## src/rtl/issue_instr_buffer_if.sv

```systemverilog
// ---------------------------------------------------------------------------
// issue_instr_buffer_if
//
// Bundles the decode-side push handshake, the issue-side pop handshake and
// the flush / branch-resolution controls of the decoded-instruction buffer.
//
// Signals (direction as seen by the buffer, i.e. the slave modport):
//   flush_i                 in   full flush (FIFO and branch-pending state)
//   flush_unissued_instr_i  in   empty the FIFO only
//   decoded_instr_i         in   decoded instruction (scoreboard entry)
//   decoded_instr_valid_i   in   decoded_instr_i is valid
//   is_ctrl_flow_i          in   decoded_instr_i is a branch or jump
//   decoded_instr_ack_o     out  instruction accepted this cycle
//   issue_instr_o           out  oldest buffered instruction
//   issue_instr_valid_o     out  issue_instr_o is valid
//   issue_is_ctrl_flow_o    out  control-flow flag of the head entry
//   issue_ack_i             in   issue stage consumed the head entry
//   resolve_branch_i        in   execute stage resolved the pending branch
//   full_o                  out  buffer holds DEPTH entries
//   unresolved_branch_o     out  a control-flow instruction is outstanding
//
// ENTRY_W is the width of one scoreboard entry.
// ---------------------------------------------------------------------------
interface issue_instr_buffer_if #(
    parameter int ENTRY_W = 32
);
    logic               flush_i;
    logic               flush_unissued_instr_i;
    logic [ENTRY_W-1:0] decoded_instr_i;
    logic               decoded_instr_valid_i;
    logic               is_ctrl_flow_i;
    logic               decoded_instr_ack_o;
    logic [ENTRY_W-1:0] issue_instr_o;
    logic               issue_instr_valid_o;
    logic               issue_is_ctrl_flow_o;
    logic               issue_ack_i;
    logic               resolve_branch_i;
    logic               full_o;
    logic               unresolved_branch_o;

    // The buffer itself.
    modport slave (
        input  flush_i,
        input  flush_unissued_instr_i,
        input  decoded_instr_i,
        input  decoded_instr_valid_i,
        input  is_ctrl_flow_i,
        output decoded_instr_ack_o,
        output issue_instr_o,
        output issue_instr_valid_o,
        output issue_is_ctrl_flow_o,
        input  issue_ack_i,
        input  resolve_branch_i,
        output full_o,
        output unresolved_branch_o
    );

    // The surrounding pipeline (decode, issue and execute control).
    modport master (
        output flush_i,
        output flush_unissued_instr_i,
        output decoded_instr_i,
        output decoded_instr_valid_i,
        output is_ctrl_flow_i,
        input  decoded_instr_ack_o,
        input  issue_instr_o,
        input  issue_instr_valid_o,
        input  issue_is_ctrl_flow_o,
        output issue_ack_i,
        output resolve_branch_i,
        input  full_o,
        input  unresolved_branch_o
    );
endinterface

```

## src/rtl/issue_instr_buffer.sv

```systemverilog
// ---------------------------------------------------------------------------
// issue_instr_buffer
//
// Decoded-instruction FIFO between the decode stage and the issue stage.
// Instructions are accepted with a combinational valid/ack handshake and
// stored in a DEPTH-entry circular buffer together with a control-flow bit.
// The oldest entry is presented to the issue stage. Once a control-flow
// entry has been issued, further issue is held off until the execute stage
// reports that the branch is resolved, so at most one branch is in flight.
//
// Ports:
//   clk_i   in  clock
//   rst_ni  in  asynchronous reset, active low
//   bus     slave side of issue_instr_buffer_if (handshakes, flushes,
//           branch resolution, status flags)
//
// Parameters:
//   DEPTH    number of entries, power of 2, at least 2
//   ENTRY_W  width of one scoreboard entry (must match the interface)
// ---------------------------------------------------------------------------
module issue_instr_buffer #(
    parameter int DEPTH   = 4,
    parameter int ENTRY_W = 32
) (
    input  logic                  clk_i,
    input  logic                  rst_ni,
    issue_instr_buffer_if.slave   bus
);

    localparam int PTR_W = (DEPTH > 1) ? $clog2(DEPTH) : 1;
    localparam int CNT_W = PTR_W + 1;

    // Pointer arithmetic relies on natural wrap, so DEPTH must be 2^n.
    if ((DEPTH < 2) || ((DEPTH & (DEPTH - 1)) != 0)) begin : g_depth_check
        $error("issue_instr_buffer: DEPTH must be a power of 2 and >= 2");
    end

    typedef logic [PTR_W-1:0]   ptr_t;
    typedef logic [CNT_W-1:0]   cnt_t;
    typedef logic [ENTRY_W-1:0] entry_t;

    // ------------------------------------------------------------------
    // State
    // ------------------------------------------------------------------
    entry_t             instr_mem [DEPTH];
    logic [DEPTH-1:0]   ctrl_mem;
    ptr_t               rd_ptr_q;
    ptr_t               wr_ptr_q;
    cnt_t               count_q;
    logic               branch_pending_q;

    // ------------------------------------------------------------------
    // Handshake decode
    // ------------------------------------------------------------------
    logic any_flush;
    logic not_full;
    logic not_empty;
    logic push;
    logic issue_valid;
    logic pop;
    logic head_ctrl;

    always_comb begin
        any_flush   = bus.flush_i | bus.flush_unissued_instr_i;
        not_full    = (count_q < cnt_t'(DEPTH));
        not_empty   = (count_q != '0);
        // Acceptance only looks at the current occupancy: a pop in the same
        // cycle does not free a slot for the incoming instruction.
        push        = bus.decoded_instr_valid_i & not_full & ~any_flush;
        // Issue is held off while a branch is outstanding and in any flush
        // cycle, so a flush never coincides with a pop.
        issue_valid = not_empty & ~branch_pending_q & ~any_flush;
        pop         = issue_valid & bus.issue_ack_i;
        head_ctrl   = ctrl_mem[rd_ptr_q];
    end

    // ------------------------------------------------------------------
    // Outputs
    // ------------------------------------------------------------------
    // The head entry is always driven from storage; while the buffer is
    // empty this is stale data qualified off by issue_instr_valid_o.
    assign bus.decoded_instr_ack_o  = push;
    assign bus.issue_instr_o        = instr_mem[rd_ptr_q];
    assign bus.issue_is_ctrl_flow_o = head_ctrl;
    assign bus.issue_instr_valid_o  = issue_valid;
    assign bus.full_o               = (count_q == cnt_t'(DEPTH));
    assign bus.unresolved_branch_o  = branch_pending_q;

    // ------------------------------------------------------------------
    // Storage
    // ------------------------------------------------------------------
    // Storage is cleared on reset so the head output reads zero out of reset.
    always_ff @(posedge clk_i or negedge rst_ni) begin
        if (!rst_ni) begin
            for (int i = 0; i < DEPTH; i++) begin
                instr_mem[i] <= '0;
            end
            ctrl_mem <= '0;
        end else if (push) begin
            instr_mem[wr_ptr_q] <= bus.decoded_instr_i;
            ctrl_mem[wr_ptr_q]  <= bus.is_ctrl_flow_i;
        end
    end

    // ------------------------------------------------------------------
    // Pointers and occupancy
    // ------------------------------------------------------------------
    // Full and empty both have rd_ptr == wr_ptr; the counter tells them apart.
    always_ff @(posedge clk_i or negedge rst_ni) begin
        if (!rst_ni) begin
            rd_ptr_q <= '0;
            wr_ptr_q <= '0;
            count_q  <= '0;
        end else if (any_flush) begin
            rd_ptr_q <= '0;
            wr_ptr_q <= '0;
            count_q  <= '0;
        end else begin
            if (push) begin
                wr_ptr_q <= wr_ptr_q + 1'b1;
            end
            if (pop) begin
                rd_ptr_q <= rd_ptr_q + 1'b1;
            end
            unique case ({push, pop})
                2'b10:   count_q <= count_q + 1'b1;
                2'b01:   count_q <= count_q - 1'b1;
                default: count_q <= count_q;
            endcase
        end
    end

    // ------------------------------------------------------------------
    // Branch gating
    // ------------------------------------------------------------------
    // Issuing a control-flow entry takes priority over a resolve arriving in
    // the same cycle: that resolve belongs to an older branch, and the newly
    // issued one must still be waited for. A partial flush keeps the flag
    // because the branch is already in execute.
    always_ff @(posedge clk_i or negedge rst_ni) begin
        if (!rst_ni) begin
            branch_pending_q <= 1'b0;
        end else if (bus.flush_i) begin
            branch_pending_q <= 1'b0;
        end else if (pop && head_ctrl) begin
            branch_pending_q <= 1'b1;
        end else if (bus.resolve_branch_i) begin
            branch_pending_q <= 1'b0;
        end
    end

endmodule

```

## src/flat_wrapper.sv

```systemverilog
// flat-port wrapper written by rule: the top's interface ports become plain ports
module issue_instr_buffer_flat 
#(
    parameter int DEPTH   = 4,
    parameter int ENTRY_W = 32
)
  (clk_i, rst_ni, bus_flush_i, bus_flush_unissued_instr_i, bus_decoded_instr_i, bus_decoded_instr_valid_i, bus_is_ctrl_flow_i, bus_decoded_instr_ack_o, bus_issue_instr_o, bus_issue_instr_valid_o, bus_issue_is_ctrl_flow_o, bus_issue_ack_i, bus_resolve_branch_i, bus_full_o, bus_unresolved_branch_o);
  issue_instr_buffer_if #(.ENTRY_W(ENTRY_W)) bus_i ();
  input  logic clk_i;
  input  logic rst_ni;
  input wire logic [$bits(bus_i.flush_i)-1:0] bus_flush_i;
  input wire logic [$bits(bus_i.flush_unissued_instr_i)-1:0] bus_flush_unissued_instr_i;
  input wire logic [$bits(bus_i.decoded_instr_i)-1:0] bus_decoded_instr_i;
  input wire logic [$bits(bus_i.decoded_instr_valid_i)-1:0] bus_decoded_instr_valid_i;
  input wire logic [$bits(bus_i.is_ctrl_flow_i)-1:0] bus_is_ctrl_flow_i;
  output wire logic [$bits(bus_i.decoded_instr_ack_o)-1:0] bus_decoded_instr_ack_o;
  output wire logic [$bits(bus_i.issue_instr_o)-1:0] bus_issue_instr_o;
  output wire logic [$bits(bus_i.issue_instr_valid_o)-1:0] bus_issue_instr_valid_o;
  output wire logic [$bits(bus_i.issue_is_ctrl_flow_o)-1:0] bus_issue_is_ctrl_flow_o;
  input wire logic [$bits(bus_i.issue_ack_i)-1:0] bus_issue_ack_i;
  input wire logic [$bits(bus_i.resolve_branch_i)-1:0] bus_resolve_branch_i;
  output wire logic [$bits(bus_i.full_o)-1:0] bus_full_o;
  output wire logic [$bits(bus_i.unresolved_branch_o)-1:0] bus_unresolved_branch_o;
  assign bus_i.flush_i = bus_flush_i;
  assign bus_i.flush_unissued_instr_i = bus_flush_unissued_instr_i;
  assign bus_i.decoded_instr_i = bus_decoded_instr_i;
  assign bus_i.decoded_instr_valid_i = bus_decoded_instr_valid_i;
  assign bus_i.is_ctrl_flow_i = bus_is_ctrl_flow_i;
  assign bus_decoded_instr_ack_o = bus_i.decoded_instr_ack_o;
  assign bus_issue_instr_o = bus_i.issue_instr_o;
  assign bus_issue_instr_valid_o = bus_i.issue_instr_valid_o;
  assign bus_issue_is_ctrl_flow_o = bus_i.issue_is_ctrl_flow_o;
  assign bus_i.issue_ack_i = bus_issue_ack_i;
  assign bus_i.resolve_branch_i = bus_resolve_branch_i;
  assign bus_full_o = bus_i.full_o;
  assign bus_unresolved_branch_o = bus_i.unresolved_branch_o;
  issue_instr_buffer #(.DEPTH(DEPTH), .ENTRY_W(ENTRY_W)) u_core (.clk_i(clk_i), .rst_ni(rst_ni), .bus(bus_i));
endmodule
```

## config.mk

```make
export PLATFORM = sky130hd
export DESIGN_NAME = issue_instr_buffer_flat
export DESIGN_NICKNAME = d
export VERILOG_FILES = /design/src/rtl/issue_instr_buffer_if.sv /design/src/rtl/issue_instr_buffer.sv /design/src/flat_wrapper.sv
export SDC_FILE = /design/constraint.sdc
export NUM_CORES = 1
export LEC_CHECK = 0
export BUFFER_PORTS_ARGS = -buffer_cell sky130_fd_sc_hd__buf_4
export CORE_UTILIZATION = 54
export CTS_BUF_LIST = sky130_fd_sc_hd__clkbuf_4
export DETAILED_ROUTE_END_ITERATION = 6
export PLACE_DENSITY_LB_ADDON = 0.12
export REMOVE_ABC_BUFFERS = 1
export SLEW_MARGIN = 20
export SYNTH_ARGS = -nofsm -noshare
export SYNTH_HDL_FRONTEND = slang
export SYNTH_SLANG_ARGS = --single-unit
```

## constraint.sdc

```tcl
create_clock -name clk_i -period 2.25 [get_ports clk_i]
set_input_delay 0.225 -clock clk_i [delete_from_list [all_inputs] [get_ports clk_i]]
set_output_delay 0.225 -clock clk_i [all_outputs]
set_load 0.005 [all_outputs]
```

-- After elaboration in Yosys (flattened, before gate mapping)
Index checks and enable logic that the tools add are counted.
- bits in registers: 140
- logic and storage cells: 61
- output and inout port bits: 37
- input bits: 40
- reductions and logical operators: 8
- equality and inequality tests: 3
- mux-type cells: 20
- bitwise gates (word level): 10
- magnitude comparators: 7
- $add $sub $neg: 4
- operators by type and width (kind ; number):
    $bwmux 128 ; 1
    $mux 32 ; 3
    $bmux 32 s2 ; 1
    $demux 32 s2 ; 1
    $reduce_bool 3->1 ; 3
    $mux 2 ; 4
    $ge 3x3->1 const B ; 2
    $lt 2x3->1 const B ; 2
    $not 2->3 ; 2
    $pmux 3 s2 ; 1
    $and 1x1->1 ; 5
    $mux 1 ; 5
    $add 2x1->2 const B ; 2
    $bwmux 4 ; 1
    $reduce_bool 2->1 ; 2
    $add 3x1->3 const B ; 1
    $eq 3x3->1 const B ; 1
    $logic_and 1x1->1 ; 3
    $lt 3x1->1 const B ; 1
    $lt 3x3->1 const B ; 1
    $mux 3 ; 1
    $sub 3x1->3 const B ; 1
    $bmux 1 s2 ; 1
    $demux 1 s2 ; 1
    5 further kinds ; 6

-- Longest topological paths before layout
- depth in word-level cells: 7
- gate-level depth with buffers: 7
- gate-level depth less buffers: 7

-- Least setup slack after synthesis
No wires, ideal clock.
- path type: flip-flop to flip-flop
- start point: register u_core.count_q[2]
- end point: register u_core.count_q[2]
- setup time: 0.078 ns
- cell stages (with the launch flop): 8
- arrival time: 2.334 ns
- path slack: -0.161 ns
- path buffers: 0
- path through: dfrtp_1 -> or3_2 -> and2_1 -> ha_1 -> fa_1 -> xnor2_1 -> or3_2 -> a21oi_1
- longest elaborated chain between the ends: 7
- elaborated cells on any way between the ends: 14
- ends and longest elaborated chain (what ; line ; source):
    from (decl) ; issue_instr_buffer.sv:49 ; cnt_t count_q;
    from (signal assigned) ; issue_instr_buffer.sv:126 ; 2'b10: count_q <= count_q + 1'b1;
    from (signal assigned) ; issue_instr_buffer.sv:127 ; 2'b01: count_q <= count_q - 1'b1;
    from (signal assigned) ; issue_instr_buffer.sv:128 ; default: count_q <= count_q;
    parallel branches: the longest is 7 deep, another holds $lt 3x3->1 ; - ;
Parallel ways; which one is timed is not known.
A chain may end at the register's enable or synchronous reset.

-- Final worst setup path
Same ends and word-level chain as after synthesis.

==> results.toml <==
[synthesis]
synth.ff_latch_count = 140
synth.distinct_cells = 27
syn_area_um2 = 6230
yosysWarnings = 0
synth_sequential_area_ratio_pct = 56.2
synthesis.area_per_instance_um2 = 17.0
syn-instance-count = 367

[clock_network]
clock_transition_at_the_registers_of_the_reported_paths_ns = 0.11
clockBufferDepth = 2
tritoncts = "yes"
numCtsBuffers = 17
cts_htree_levels = 4
cts.root.buffer_cell = "sky130_fd_sc_hd__clkbuf_4"
tritoncts_num_sinks = 140
worstSkewPairLatency_ns = 0.51

[timing]
setup_violations = 0
hold_violations = 0
final.setup_skew_ns = 0.0103
timing.hold.ws_ns = 0.0645
part_of_the_cycle_the_worst_path_needs_pct = 94.8
worst_slew_margin_rel_pct = 63.8
grt_setup_unrepaired = "false"
worst_slew_pin_slew_ns = 0.543
accumulated_negative_setup_slack_ns = 0
finalMaxSlewViolations = 0
clock_period_minus_final_worst_setup_slack_ns = 2.13
fmaxAchievable_ghz = 0.469

[global_route]
grt_first_pass_wirelength_mm = 19.5
antenna_found_initial = 0
grt_start_max_net_pins = 59
global_route.overflow_total = 0
via_count_of_the_first_global_routing_pass = 3800
grtUsageTotal_pct = 22.3

[die]
die_width_um = 109
fp.coreArea_um2 = 11000
fp.dieH_um = 109
initial_standard_cell_utilization_of_the_core_pct = 56.5
boundaryPins = 77
floorplan.die_area_um2 = 12000
rows = 38

[setup_path]
path_max_fanout = 2
worst-setup-path-type = "flip-flop to flip-flop"
timing.critical_path.required_ns = 2.70
start_kind = "flip-flop"
cp.arrival_ns = 2.59
critical_path.endpoint_type = "flip-flop"

[cells_and_area]
fillerInstances = 775
final_nets = 547
fraction_of_layout_cells_with_a_size_suffix_above_1_pct = 59.8
layout.cell_area.non_filler_um2 = 7670
antenna_diode_count = 0
most-common-layout-cells = "sky130_fd_sc_hd__dfrtp_1, sky130_fd_sc_hd__mux2_2, sky130_fd_sc_hd__buf_4, sky130_fd_sc_hd__dlygate4sd3_1, sky130_fd_sc_hd__mux4_2"
synthToLayoutAreaGrowth_pct = 23.0
layout_commonest_cell = "sky130_fd_sc_hd__dfrtp_1"

[power_and_ir_drop]
power.ir.vdd_worst_mv = 0.621
power.total_mw = 5.41
power.density_nw_per_um2 = 705
leakage_dissipation_nw = 3.64

[worst_hold_path]
worst_hold_path_type = "input pin to flip-flop"

[placement]
place_hpwl_mm = 7.67
gp_congestion = 0.689
place.port_buffers = 76
postPlaceCellArea_um2 = 7010

[routing]
drt_pre_antenna_iters = 4
postRouteWirelength_mm = 12.0
wl_cell_um = 18.4
dr_total_vias = 3623
routed_via_density = 5.56
ant_nets = 0
dr.first_iter.drc_count = 185
drc = 0

[status]
run_status = "complete, no violations"

[job]
max_cap_violations = 0
[through the flow]
step / std cells / setup WS, ns / utilization [%]
3_5_place_dp: 584 / -0.178 / 63.6
4_1_cts: 652 / 0.0309 / 69.4
6_report: 652 / 0.116 / 69.5
2_1_floorplan: 346 / -0.181 / -
5_1_grt: 652 / 0.0284 / 69.5
3_3_place_gp: 584 / -0.0782 / 63.6
[synthesized netlist by cell type (all sizes together)]
| library cell | instances | share of area, % |
|---|---|---|
| mux2 | 132 | 24 |
| a21oi | 1 | 0.080 |
| nor2 | 5 | 0.30 |
| xnor2 | 2 | 0.28 |
| nor3b | 3 | 0.36 |
| and2 | 1 | 0.10 |
| o21ai | 1 | 0.080 |
| inv | 3 | 0.18 |
| ha | 5 | 1.0 |
| buf | 17 | 2.5 |
| and2b | 1 | 0.14 |
| mux4 | 33 | 12 |
| nand3 | 1 | 0.080 |
| xor2 | 1 | 0.14 |
| nor4b | 2 | 0.52 |
| a21o | 1 | 0.12 |
| or3 | 2 | 0.24 |
| dfrtp | 140 | 56 |
| or2 | 1 | 0.10 |
| clkbuf | 4 | 0.24 |
| mux2i | 4 | 0.64 |
| fa | 1 | 0.32 |
| nand2 | 6 | 0.52 |
[flip-flops by register name, summed over array words and instances (netlist names)]
name	count
u_core.bus.unresolved_branch_o	1
u_core.count_q	3
u_core.ctrl_mem	4
u_core.instr_mem	128
u_core.rd_ptr_q	2
u_core.wr_ptr_q	2
[final timing paths]
path	start	to	slack [ns]	depth (start not counted)
worst max-delay path	u_core.count_q[2]$_DFFE_PN0P_	u_core.count_q[2]$_DFFE_PN0P_	0.12	7
worst min-delay path	bus_flush_i	u_core.rd_ptr_q[1]$_DFFE_PN0P_	0.06	4
worst max register to register	u_core.count_q[2]$_DFFE_PN0P_	u_core.count_q[2]$_DFFE_PN0P_	0.12	7
worst min register to register	u_core.instr_mem[41]$_DFFE_PN0P_	u_core.instr_mem[41]$_DFFE_PN0P_	0.51	1
max in group asynchronous	rst_ni	u_core.instr_mem[113]$_DFFE_PN0P_	1.29	3
min in group asynchronous	rst_ni	u_core.count_q[2]$_DFFE_PN0P_	0.22	2
[worst max-delay path, stage by stage (launching register included)]
cell,delay [ns]
sky130_fd_sc_hd__dfrtp_1,0.40
sky130_fd_sc_hd__or3_4,0.39
sky130_fd_sc_hd__and2_4,0.15
sky130_fd_sc_hd__ha_2,0.18
sky130_fd_sc_hd__fa_2,0.34
sky130_fd_sc_hd__xnor2_1,0.14
sky130_fd_sc_hd__or3_4,0.33
sky130_fd_sc_hd__a21oi_2,0.14
[final cells by class]
class | instances | area, um2 | share of cell area [%]
flip-flops and latches | 140 | 3510 | 45.7
clock inverters | 10 | 101 | 1.32
clock buffers | 20 | 150 | 1.96
well taps | 140 | 175 | 2.28
multi-input cells | 203 | 2570 | 33.5
inverters | 3 | 11.3 | 0.147
repair buffers | 136 | 1150 | 15.1
[kinds of logic after synthesis]
logic type | share of synthesized area, %
xor+xnor | 0.422
fa+ha+maj | 1.33
buf+inv | 2.97
flops | 56.2
compound gates | 0.281
simple gates | 2.37
mux | 36.4
[repair_timing]
action                                 in CTS  in global routing
cloned                                      0                  0
setup buffers                               1                  0
hold buffers                               37                  0
pin swaps                                   1                  2
setup endpoints to repair                  28                  1
resized for setup                           6                  2
endpoints found under the hold margin     190                  0
[per-layer routing]
| layer | up-vias | GRT usage [%] | part of all wire [%] |
|---|---|---|---|
| li1 | 1635 | - | - |
| met4 | 0 | 6.57 | 0.64 |
| met1 | 1910 | 29.7 | 44 |
| met5 | - | 0 | 0 |
| met3 | 6 | 7.05 | 5.0 |
| met2 | 72 | 35.3 | 50 |
[power breakdown]
group,switching (mW),total [mW],internal (mW)
sequential,0.145,2.96,2.82
combinational,0.316,0.946,0.630
clock,0.830,1.50,0.667
total,1.29,5.41,4.12
Power figures use the tool's default switching activity.
